==> config.mk <==
export PLATFORM = sky130hd
export DESIGN_NAME = freq_gate_sequencer
export DESIGN_NICKNAME = d
export VERILOG_FILES = /design/src/rtl/freq_pkg.sv /design/src/rtl/freq_rr_picker.sv /design/src/rtl/freq_gate_sequencer.sv
export SDC_FILE = /design/constraint.sdc
export NUM_CORES = 1
export LEC_CHECK = 0
export ABC_CLOCK_PERIOD_IN_PS = 4650
export CORE_MARGIN = 2
export CORE_UTILIZATION = 53
export CTS_CLUSTER_DIAMETER = 120
export DETAILED_ROUTE_END_ITERATION = 12
export GPL_ROUTABILITY_DRIVEN = 0
export PLACE_DENSITY = 0.85
export RECOVER_POWER = 100
export REMOVE_ABC_BUFFERS = 1
export SYNTH_ARGS = -nofsm -noshare
export SYNTH_HDL_FRONTEND = slang
export SYNTH_HIERARCHICAL = 1
export SYNTH_SLANG_ARGS = --single-unit
export TNS_END_PERCENT = 30
==> constraint.sdc <==
create_clock -name clk_ref -period 4.65 [get_ports clk_ref]
set_clock_uncertainty 0.05 [all_clocks]
set_input_delay 0.6975 -clock clk_ref [delete_from_list [all_inputs] [get_ports clk_ref]]
set_output_delay 0.6975 -clock clk_ref [all_outputs]
set_load 0.005 [all_outputs]
==> src/rtl/freq_pkg.sv <==
// Shared encodings and default widths for the frequency-counter path.
// Used by the measurement scheduler and the counter/CDC chain it drives.
package freq_pkg;

    typedef enum logic [2:0] {
        IDLE    = 3'd0,
        CLEAR   = 3'd1,
        GATE    = 3'd2,
        SETTLE  = 3'd3,
        CAPTURE = 3'd4,
        PRESENT = 3'd5
    } state_t;

    localparam int DEF_NUM_CH    = 4;
    localparam int DEF_CH_W      = 2;
    localparam int DEF_CNTR_SIZE = 10;
    localparam int DEF_GATE_W    = 16;
    localparam int DEF_SETTLE    = 4;

endpackage

==> src/rtl/freq_rr_picker.sv <==
// Round-robin channel picker: first set mask bit strictly after ptr,
// wrapping; ptr itself is chosen only when it is the sole set bit.
module freq_rr_picker #(
    parameter int NUM_CH = 4,
    parameter int CH_W   = 2
) (
    input  logic [NUM_CH-1:0] mask,
    input  logic [CH_W-1:0]   ptr,
    output logic [CH_W-1:0]   nxt,
    output logic              any
);

    always_comb begin
        logic [CH_W-1:0] idx;
        idx = '0;
        nxt = ptr;
        any = |mask;
        // Scan farthest offset first so the nearest hit wins.
        for (int i = NUM_CH; i >= 1; i--) begin
            idx = CH_W'((int'(ptr) + i) % NUM_CH);
            if (mask[idx]) begin
                nxt = idx;
            end
        end
    end

endmodule

==> src/rtl/freq_gate_sequencer.sv <==
// Time-shares one counter/CDC chain across measured clocks: per channel
// it clears, gates, waits for the count to settle, captures and presents.
module freq_gate_sequencer
    import freq_pkg::*;
#(
    parameter int NUM_CH        = DEF_NUM_CH,
    parameter int CH_W          = DEF_CH_W,
    parameter int CNTR_SIZE     = DEF_CNTR_SIZE,
    parameter int GATE_W        = DEF_GATE_W,
    parameter int SETTLE_CYCLES = DEF_SETTLE
) (
    input  logic                 clk_ref,
    input  logic                 rst,
    input  logic                 enable,
    input  logic [NUM_CH-1:0]    ch_mask,
    input  logic [GATE_W-1:0]    gate_len,
    output logic [CH_W-1:0]      ch_sel,
    output logic                 cntr_clr,
    output logic                 gate,
    input  logic [CNTR_SIZE-1:0] count_in,
    input  logic                 count_ovf_in,
    output logic                 res_valid,
    input  logic                 res_ready,
    output logic [CH_W-1:0]      res_ch,
    output logic [CNTR_SIZE-1:0] res_count,
    output logic                 res_ovf,
    output logic                 busy
);

    localparam int SW = (SETTLE_CYCLES > 1) ? $clog2(SETTLE_CYCLES) : 1;
    localparam logic [SW-1:0] S_LAST = SW'(SETTLE_CYCLES - 1);

    state_t              state, state_n;
    logic [CH_W-1:0]     ptr, ptr_n;
    logic [CH_W-1:0]     ch_sel_n;
    logic [GATE_W-1:0]   gcnt, gcnt_n;
    logic [SW-1:0]       scnt, scnt_n;
    logic [CH_W-1:0]     pick;
    logic                any;
    logic                pick_go;

    freq_rr_picker #(
        .NUM_CH (NUM_CH),
        .CH_W   (CH_W)
    ) u_picker (
        .mask (ch_mask),
        .ptr  (ptr),
        .nxt  (pick),
        .any  (any)
    );

    always_comb begin
        state_n  = state;
        ptr_n    = ptr;
        ch_sel_n = ch_sel;
        gcnt_n   = gcnt;
        scnt_n   = '0;
        pick_go  = 1'b0;
        unique case (state)
            IDLE: begin
                pick_go = enable && any;
            end
            CLEAR: begin
                if (!enable) begin
                    state_n = IDLE;
                end else begin
                    gcnt_n  = (gate_len == '0) ? GATE_W'(1) : gate_len;
                    state_n = GATE;
                end
            end
            GATE: begin
                if (!enable) begin
                    state_n = IDLE;
                end else if (gcnt == GATE_W'(1)) begin
                    state_n = SETTLE;
                end else begin
                    gcnt_n = gcnt - GATE_W'(1);
                end
            end
            SETTLE: begin
                if (!enable) begin
                    state_n = IDLE;
                end else if (scnt == S_LAST) begin
                    state_n = CAPTURE;
                end else begin
                    scnt_n = scnt + SW'(1);
                end
            end
            CAPTURE: begin
                state_n = PRESENT;
            end
            PRESENT: begin
                if (res_ready) begin
                    pick_go = enable && any;
                    state_n = IDLE;
                end
            end
            default: begin
                state_n = IDLE;
            end
        endcase
        if (pick_go) begin
            state_n  = CLEAR;
            ch_sel_n = pick;
            ptr_n    = pick;
        end
    end

    // Outputs are flopped from the next state so they align with it.
    always_ff @(posedge clk_ref or negedge rst) begin
        if (!rst) begin
            state     <= IDLE;
            ptr       <= CH_W'(NUM_CH - 1);
            ch_sel    <= '0;
            gcnt      <= '0;
            scnt      <= '0;
            cntr_clr  <= 1'b0;
            gate      <= 1'b0;
            res_valid <= 1'b0;
            busy      <= 1'b0;
            res_ch    <= '0;
            res_count <= '0;
            res_ovf   <= 1'b0;
        end else begin
            state     <= state_n;
            ptr       <= ptr_n;
            ch_sel    <= ch_sel_n;
            gcnt      <= gcnt_n;
            scnt      <= scnt_n;
            cntr_clr  <= (state_n == CLEAR);
            gate      <= (state_n == GATE);
            res_valid <= (state_n == PRESENT);
            busy      <= (state_n != IDLE);
            if (state == CAPTURE) begin
                res_ch    <= ch_sel;
                res_count <= count_in;
                res_ovf   <= count_ovf_in;
            end
        end
    end

endmodule

### After elaboration in Yosys (flattened, before gate mapping)

Cells that the tools add are included.
W data, S select, Z words.

| word-level totals | value |
|---|---|
| output and inout bits | 19 |
| bits in registers | 42 |
| input bits | 35 |
| word-level logic and storage cells | 72 |

| cells by class | value |
|---|---|
| add/subtract/negate cells | 6 |
| order comparisons | 4 |
| multiplexer cells | 30 |
| reductions and logical operators | 7 |
| eq/ne operators | 13 |

Operators with widths:

| operator | number |
|---|---|
| $mux W16 | 4 |
| $pmux W16 S2 | 1 |
| $mux W3 | 6 |
| $pmux W3 S6 | 1 |
| $eq A16 B1 Y1 const B | 1 |
| $logic_not A16 Y1 | 1 |
| $mux W2 | 8 |
| $sub A16 B1 Y16 const B | 1 |
| $lt A2 B3 Y1 const B | 4 |
| $eq A3 B2 Y1 const B | 3 |
| $eq A3 B3 Y1 const B | 3 |
| $bmux W1 S2 | 4 |
| $add A2 B1 Y2 const B | 3 |
| $eq A3 B1 Y1 const B | 2 |
| $ne A2 B2 Y1 const B | 3 |
| $mux W1 | 5 |
| $add A2 B2 Y2 const B | 2 |
| $reduce_and A4 Y1 | 1 |
| $reduce_or A4 Y1 | 1 |
| $logic_not A3 Y1 | 1 |
| $reduce_bool A3 Y1 | 1 |
| $eq A2 B2 Y1 const B | 1 |
| $pmux W1 S2 | 1 |
| $reduce_bool A2 Y1 | 1 |
| $logic_and A1 B1 Y1 | 1 |

### Depth between registers and ports, before layout

Gate-level depths: netlist (run 1).

| logic depth | value |
|---|---|
| depth after elaboration | 7 |
| mapped depth | 8 |
| gate-level depth less buffers | 8 |

### Hierarchy

The synthesis (run 1) kept the hierarchy.

By module, submodules not included:

| module | cells each | instances | area each (um^2) | seq. area each (um^2) |
|---|---|---|---|---|
| freq_gate_sequencer | 205 | 1 | 2,142.1 | 1,053.5 |
| freq_rr_picker | 14 | 1 | 72.6 | 0.0 |

### Least setup slack after synthesis (run 1)

No wires, ideal clock.

| path | value |
|---|---|
| path kind | input to register |
| start point | input enable |
| end point | register gcnt[1] |
| arrival | 2,007 ps |
| setup slack | 2,468 ps |
| library setup time | 125 ps |
| cell stages on the path | 6 |
| path through | nand2_1 -> or3_1 -> a221oi_4 -> nand2b_1 -> inv_2 -> mux2_4 |

| on the way | value |
|---|---|
| cells in the longest elaborated chain, start to end | 2 |

RTL lines:

| item | line | text |
|---|---|---|
| start, declared | freq_gate_sequencer.sv:14 | `input logic enable,` |
| $ne A2 B2 Y1 (no line) | - |  |
| $reduce_and A4 Y1 (no line) (*) | - |  |
| end signal, assigned | freq_gate_sequencer.sv:128 | `gcnt <= gcnt_n;` |
| end, declared | freq_gate_sequencer.sv:36 | `logic [GATE_W-1:0] gcnt, gcnt_n;` |

Every way passes the cells marked *; elsewhere a longest branch is shown, timed or not.
A chain may end at the register's enable or synchronous reset.

### Final worst setup path (run 1)

Ends and elaborated chain as after synthesis.

==> flow_summary_export.csv, run 1 <==
group,metric,value,unit
setup_path,worst_ep_required_time,4.78,ns
setup_path,crit_path_end_kind,"register",
yosys,synth_enable_flop_cells,0,
place,placed_area,2760,um^2
clock_network,cts_hold_buf,0,
route,finalWirelength,5.07,mm
timing,slew_headroom,-0.466,
power,peakVddDrop,0.248,mV
yosys,synth_top_cells_by_area,"dfrtp_1, mux2_2, mux2_1",
route,drt_iter0_markers,87,
worst_hold_path,hold_path.class,"reg -> reg",
layout,synthToLayoutAreaGrowth,28.3,%
route,vias,1949,
yosys,synthTopCellsByCount,"dfrtp_1, nor2_1, nand2_1",
timing,maxSlewViolCount,43,
clock_network,cts_resized,0,
setup_path,timing.rr.start,"gcnt[1]",
floorplan,die_w,68.6,um
timing,tightest_slew,2.20,ns
setup_path,crit_path_cell_trace,"dlygate4sd3_1 -> nand2_1 -> or3_1 -> a221oi_4 -> nand2b_1 -> inv_1 -> mux2_1",
flow_run,timing.max_cap.violations,1,
clock_network,path_clk_slew,0.08,ns
run_status,outcome,"finished, violations left",
floorplan,dieArea,4710,um^2
yosys,synth.ff_latch_count,42,
yosys,yosysSeqAreaShare,0.476,
global_route,overflow,0,
clock_network,cts_tree,"done",
clock_network,h-tree-depth,2,
worst_hold_path,min_to,"scnt[0]",
route,ant_nets,0,
route,drc,0,
power,p_sw,0.352,mW
yosys,synth_largest_area_cell,"dfrtp_1",
global_route,grt_util_all_layers,0.242,
place,dp.cells,311,
yosys,synth_cells,219,
route,via_per_inst,6.11,
layout,final_core_util,0.710,
floorplan,io_pins,54,
floorplan,fp-row-count,23,
clock_network,cts_buffer_depth,2,
run_status,violations,"capacitance limit, slew limit",
clock_network,insertion_delay,0.29,ns
layout,fin_area,2840,um^2
yosys,synthesis.area,2210,um^2
clock_network,cts_num_sinks,42,
floorplan,initial_core_util,0.554,
power,p_sw_frac,0.336,
global_route,antenna_found_initial,0,
layout,seqCellArea,1050,um^2
setup_path,cp.arrival,3.44,ns
global_route,grt_pass1_wl,8.42,mm
yosys,yosysMostFrequentCell,"dfrtp_1",
setup_path,rr_endpoint,"gcnt[1]",
timing,fin_crit_sh,0.713,
clock_network,cts_buffers,5,
floorplan,core_region_area,4000,um^2
worst_hold_path,min_from,"scnt[0]",
setup_path,cp_num_cells,7,
setup_path,crit_slowest_cell,"a221oi_4",
timing,hold_violations,0,
setup_path,r2r_slack,1.55,ns
floorplan,dieHeight,68.6,um
power,pwr-share-comb,0.265,
layout,finalNonFillerCells,319,
power,p_int,0.696,mW
setup_path,slowest_delay,0.67,ns
power,clkPwrFrac,0.215,
setup_path,start_kind,"primary input",
clock_network,cts-root-buf,"clkbuf_8",
timing,hold_ws,0.396,ns
timing,rsz0062_at_grt,"false",
layout,fillers,315,
setup_path,cp_max_fo,17,
global_route,grt_pass1_vias,1863,
timing,fmax,302,MHz
route,dr.pass1.iters,4,
place,port_buffers,53,
setup_path,ff2ff_path_depth,8,
setup_path,critical_path.top_delay_family,"simple AND/OR/NAND/NOR gates",
route,wl_per_cell,15.9,um
setup_path,criticalPathCategory,"in -> reg",
clock_network,cts_setup_buffers,0,
yosys,synth.distinct_cells,47,
timing,fin_tns_setup,0,ns
layout,drive_gt1_frac,0.0855,
yosys,ys_warn_count,6,
yosys,synthArstFlopShare,1.00,
setup_path,critPathBufInv,2,
layout,multi_input_area,1100,um^2
layout,fin_nets,306,
yosys,syn_area_per_cell,10.1,um^2
power,leakagePower,1.28,nW
layout,diodes,0,
power,p_seq_frac,0.521,
yosys,ys.flop_type,"dfrtp_1",
yosys,netlist.area_leader.share,0.452,
global_route,grt_start_max_net_pins,43,
worst_hold_path,holdPathStages,1,
timing,fin_crit,3.32,ns
place,hpwl,3.68,mm
timing,setup_violations,0,
power,power_density,369,nW/um^2
==> power groups by stage <==
stage	logic, mW	clock network [mW]	registers (mW)
5_1_grt	0.315	0.246	0.560
2_1_floorplan	0.187	0	0.527
4_1_cts	0.290	0.227	0.545
3_3_place_gp	0.283	0	0.546
6_report	0.277	0.225	0.546
3_5_place_dp	0.290	0	0.551
==> worst max-delay path by stage <==
stage | from | to | slack, ns
finish | enable | gcnt[1] | 1.33
CTS | enable | gcnt[1] | 1.48
global placement | enable | gcnt[1] | 1.20
detailed placement | enable | gcnt[1] | 1.16
global route | enable | gcnt[1] | 1.19
floorplan | enable | gcnt[1] | 2.07
==> final cells by class <==
cell class / instances / share of cell area
well taps: 50 / 0.0220
multi-input cells: 160 / 0.386
flip-flops and latches: 42 / 0.371
clock inverters: 2 / 0.00352
inverters: 6 / 0.00793
clock buffers: 6 / 0.0255
repair buffers: 53 / 0.184
==> state kept, by name (all words and copies together) (netlist names) <==
name,flops
res_count,10
scnt,2
busy,1
ch_sel,2
res_ovf,1
ptr,2
state,3
gcnt,16
cntr_clr,1
res_valid,1
res_ch,2
gate,1
==> cells in the final DEF (no fill, tap or decap), types with 8 or more instances in the layout <==
cell             count
nor3_1               9
mux2_1               9
mux2_2               9
o31ai_1              8
a21oi_1             12
nand2_1             13
dfrtp_1             40
dlygate4sd3_1       21
clkdlybuf4s50_1     31
o21ai_0             17
nor2_1              15
==> through the flow <==
stage	power (mW)	worst slack [ns]
global placement	0.828	1.20
floorplan	0.714	2.07
detailed placement	0.840	1.16
finish	1.05	1.33
CTS	1.06	1.48
global route	1.12	1.19
==> cell families after synthesis <==
| family | share of synthesized area |
|---|---|
| adders and majority gates | 0.0170 |
| and+or+nand+nor | 0.197 |
| AOI/OAI and AO/OA | 0.182 |
| DFF | 0.476 |
| muxes | 0.0977 |
| buffers and inverters | 0.0299 |
==> metal layers <==
layer,track usage,up-vias,wire (um),share of wire
li1,-,917,-,-
met1,0.296,929,2130,0.42
met2,0.413,97,2460,0.49
met3,0.0633,6,421,0.083
met4,0.0800,0,54,0.011
met5,0,-,0,0
No activity file was read; power rests on OpenSTA's default activity.
==> run 2, diff against run 1 <==
ABC_CLOCK_PERIOD_IN_PS = 3000   (was 4650)
CORE_UTILIZATION = 44   (was 53)
PLACE_DENSITY = 0.75   (was 0.85)
clock period = 3 ns   (was 4.65 ns; I/O delays follow)
==> flow_summary_export.csv, run 2 (synthesized netlist as in run 1, its figures left out) <==
group,metric,value,unit
floorplan,io_pins,54,
floorplan,dieArea,5620,um^2
setup_path,worst_ep_required_time,3.10,ns
timing,tightest_slew,2.19,ns
floorplan,die_w,74.9,um
layout,final_common_cell,"dfrtp_1",
place,dp_slack,0.532,ns
route,drc,0,
timing,maxSlewViolCount,43,
power,power,1.67,mW
layout,synthToLayoutAreaGrowth,30.9,%
global_route,antenna_found_initial,0,
power,power_density,575,nW/um^2
timing,hold_ws,0.399,ns
place,port_buffers,53,
route,vias,1924,
power,p_sw,0.552,mW
layout,fillers,425,
run_status,outcome,"finished, violations left",
route,finalWirelength,5.14,mm
floorplan,initial_core_util,0.463,
power,p_sw_frac,0.331,
clock_network,path_clk_slew,0.08,ns
route,drt_iter0_markers,175,
clock_network,cts_tree,"done",
setup_path,cp_max_fo,11,
layout,layout_common_cells,"dfrtp_1, clkdlybuf4s50_1, dlygate4sd3_1",
timing,fin_ws,0.454,ns
clock_network,h-tree-depth,2,
global_route,grt_pass1_vias,1774,
floorplan,dieHeight,74.9,um
power,pwr-share-comb,0.268,
layout,drive_gt1_frac,0.102,
clock_network,cts_setup_buffers,0,
timing,setup_violations,0,
setup_path,start_kind,"register",
run_status,violations,"capacitance limit, slew limit",
route,dr.pass1.iters,4,
global_route,overflow,0,
timing,rsz0062_at_grt,"false",
power,p_seq_frac,0.506,
timing,fmax,393,MHz
timing,fin_crit,2.55,ns
route,wl_per_cell,15.0,um
floorplan,core_region_area,4790,um^2
layout,fin_nets,312,
setup_path,cp.arrival,2.65,ns
global_route,grt_start_max_net_pins,43,
layout,largestRegisters,"gcnt: 16 flops, res_count: 10 flops, state: 3 flops",
timing,fin_tns_setup,0,ns
route,via_per_inst,5.63,
power,peakVddDrop,0.237,mV
power,clkPwrFrac,0.227,
clock_network,cts-root-buf,"clkbuf_8",
setup_path,criticalPathCategory,"reg -> reg",
clock_network,cts_buffers,5,
clock_network,cts_buffer_depth,2,
layout,top_register,"gcnt",
route,ant_nets,0,
timing,fin_crit_sh,0.849,
timing,hold_violations,0,
floorplan,fp-row-count,25,
clock_network,insertion_delay,0.29,ns
place,hpwl,3.73,mm
power,p_int,1.12,mW
timing,slew_headroom,-0.459,
clock_network,cts_hold_buf,0,
layout,diodes,0,
power,leakagePower,1.29,nW
worst_hold_path,hold_path.class,"reg -> reg",
clock_network,cts_num_sinks,42,
global_route,grt_util_all_layers,0.191,
setup_path,crit_path_end_kind,"register",
layout,largest_reg_flops,16,
layout,final_core_util,0.606,
global_route,grt_pass1_wl,8.25,mm
clock_network,cts_resized,0,
flow_run,timing.max_cap.violations,1,
run 2: critical path: stages (launching register included):
cell and delay, ns:
dfrtp_1 0.43, inv_1 0.10, ha_1 0.15, nor4b_1 0.40
nand3_2 0.12, a221oi_1 0.37, nand2b_1 0.18, clkbuf_1 0.42
o21ai_0 0.19
run 2: power groups by stage:
stage                     combinational [mW]  sequential (mW)  clock (mW)
after floorplan                        0.290            0.816           0
after global placement                 0.452            0.848           0
after detailed placement               0.466            0.852           0
after CTS                              0.466            0.843       0.392
after global routing                   0.498            0.866       0.412
final                                  0.446            0.844       0.378
run 2: layout make-up:
| type | instances | area [um^2] | share of cell area |
|---|---|---|---|
| sequential | 42 | 1050 | 0.363 |
| inverter | 6 | 22.5 | 0.00777 |
| clock inverter | 2 | 12.5 | 0.00432 |
| tap | 67 | 83.8 | 0.0289 |
| clock buffer | 6 | 82.6 | 0.0285 |
| timing repair buffer | 59 | 562 | 0.194 |
| multi-input combinational | 160 | 1080 | 0.373 |
run 2: layer usage:
layer	global-route usage	vias up	share of wire
met4	0.0516	0	0.010
met3	0.0415	6	0.074
li1	-	928	-
met1	0.260	906	0.44
met2	0.310	84	0.47
met5	0	-	0
run 2: worst paths after layout:
| check | endpoint | slack [ns] | cells after the start | start |
|---|---|---|---|---|
| setup / recovery | gcnt[3] | 0.45 | 8 | gcnt[1] |
| setup reg to reg | gcnt[3] | 0.45 | 8 | gcnt[1] |
| hold / removal | scnt[0] | 0.40 | 1 | scnt[0] |
| min in group asynchronous | res_valid | 0.75 | 1 | rst |
| hold reg to reg | scnt[0] | 0.40 | 1 | scnt[0] |
| max in group asynchronous | gcnt[13] | 0.91 | 1 | rst |
run 2: per-stage QoR:
step	instance area, um^2	std cells
after floorplan	2170	208
after global placement	2830	334
after detailed placement	2830	334
after CTS	2930	342
after global routing	2900	342
final	2900	342
==> run 3, diff against run 2 <==
ABC_CLOCK_PERIOD_IN_PS = 2300   (was 3000)
clock period = 2.3 ns   (was 3 ns; I/O delays follow)
==> flow_summary_export.csv, run 3 (synthesized netlist as in run 1, its figures left out) <==
group,metric,value,unit
layout,final_common_cell,"dfrtp_1",
route,ant_nets,0,
layout,fin_nets,326,
timing,rsz0062_at_grt,"false",
clock_network,insertion_delay,0.29,ns
clock_network,cts_setup_buffers,0,
clock_network,cts_buffers,5,
timing,fin_crit_sh,0.930,
clock_network,cts_tree,"done",
clock_network,path_clk_slew,0.08,ns
setup_path,criticalPathCategory,"reg -> reg",
route,drc,0,
route,via_per_inst,5.44,
setup_path,crit_slowest_cell,"dfrtp_1",
timing,setup_violations,0,
route,wl_per_cell,14.9,um
floorplan,io_pins,54,
clock_network,cts_num_sinks,42,
setup_path,critical_path.top_delay_family,"simple AND/OR/NAND/NOR gates",
setup_path,critPathBufInv,1,
timing,maxSlewViolCount,0,
place,hpwl,3.95,mm
worst_hold_path,hold_path.class,"reg -> reg",
setup_path,ff2ff_path_depth,7,
setup_path,crit_path_cell_trace,"ha_1 -> and2_0 -> or3_1 -> a221oi_4 -> nand2b_1 -> inv_2 -> mux2_1",
setup_path,worst_ep_required_time,2.42,ns
timing,tightest_slew,0.814,ns
timing,fmax,468,MHz
power,power,2.24,mW
power,peakVddDrop,0.402,mV
setup_path,cp_max_fo,3,
floorplan,die_w,74.9,um
global_route,grt_util_all_layers,0.200,
route,finalWirelength,5.30,mm
layout,drive_gt1_frac,0.142,
power,leakagePower,1.36,nW
setup_path,cp_num_cells,7,
clock_network,cts_buffer_depth,2,
layout,finalNonFillerCells,356,
floorplan,core_region_area,4790,um^2
clock_network,cts-root-buf,"clkbuf_8",
layout,top_register,"gcnt",
layout,diodes,0,
place,dp.cells,347,
setup_path,start_kind,"register",
timing,hold_violations,0,
route,vias,1936,
worst_hold_path,holdPathStages,1,
setup_path,r2r_slack,0.16,ns
layout,largestRegisters,"gcnt: 16 flops, res_count: 10 flops, state: 3 flops",
flow_run,timing.max_cap.violations,0,
floorplan,dieHeight,74.9,um
layout,synthToLayoutAreaGrowth,36.2,%
global_route,antenna_found_initial,0,
floorplan,initial_core_util,0.463,
timing,slew_headroom,0.457,
run_status,outcome,"finished, final reports clean",
floorplan,dieArea,5620,um^2
route,drt_iter0_markers,108,
global_route,overflow,0,
layout,layout_common_cells,"dfrtp_1, clkdlybuf4s50_1, dlygate4sd3_1",
power,power_density,743,nW/um^2
floorplan,fp-row-count,25,
global_route,grt_pass1_wl,8.51,mm
timing,fin_crit,2.14,ns
global_route,grt_pass1_vias,1853,
global_route,grt_start_max_net_pins,23,
route,dr.pass1.iters,4,
clock_network,h-tree-depth,2,
setup_path,cp.arrival,2.26,ns
setup_path,slowest_delay,0.39,ns
timing,fin_tns_setup,0,ns
setup_path,crit_path_end_kind,"register",
layout,largest_reg_flops,16,
place,port_buffers,53,
[run 3: cell types whose count changed in the layout (fill, tap and decap cells not counted), sizes merged]
cell / previous run / this run
buf: 4 / 14
clkbuf: 9 / 12
clkdlybuf4s50: 32 / 33
[run 3: cell type report]
class                   count  area [um^2]
clock buffers               6         82.6
repair buffers             73          659
well taps                  67         83.8
multi-input cells         160         1100
inverters                   6         22.5
clock inverters             2         12.5
fillers                   434         1770
flip-flops and latches     42         1050
[run 3: where the power goes]
part           internal [mW]  switching, mW  total, mW
sequential             0.902          0.182       1.08
clock                  0.241          0.254      0.495
combinational          0.353          0.311      0.664
[run 3: path summary, 6_finish.rpt]
kind / from / end
max: scnt[0] / gcnt[1]
min: scnt[0] / scnt[0]
max reg2reg: scnt[0] / gcnt[1]
min reg2reg: scnt[0] / scnt[0]
max in group asynchronous: rst / res_count[7]
min in group asynchronous: rst / gcnt[9]
[run 3: stage by stage]
| stage | util | setup WS (ns) | area (um^2) | hold WS [ns] |
|---|---|---|---|---|
| after global routing | 0.630 | 0.0567 | 3020 | 0.416 |
| after floorplan | - | -0.222 | 2170 | -0.000591 |
| after detailed placement | 0.612 | 0.0226 | 2930 | 0.208 |
| after CTS | 0.634 | 0.112 | 3030 | 0.397 |
| final | 0.630 | 0.162 | 3020 | 0.397 |
| after global placement | 0.612 | 0.0433 | 2930 | 0.203 |
[run 3: metal layers]
layer  vias to the layer above  wire [um]  global-route usage
met4                         0         44              0.0556
met2                        70       2500               0.348
met3                         5        344              0.0415
met1                       909       2410               0.254
li1                        952          -                   -
met5                         -          0                   0
[run 3: repair_timing]
item,in CTS,in global routing
hold buffers,1,0
setup endpoints to repair,0,16
endpoints found under the hold margin,9,0
gates resized for setup,0,1
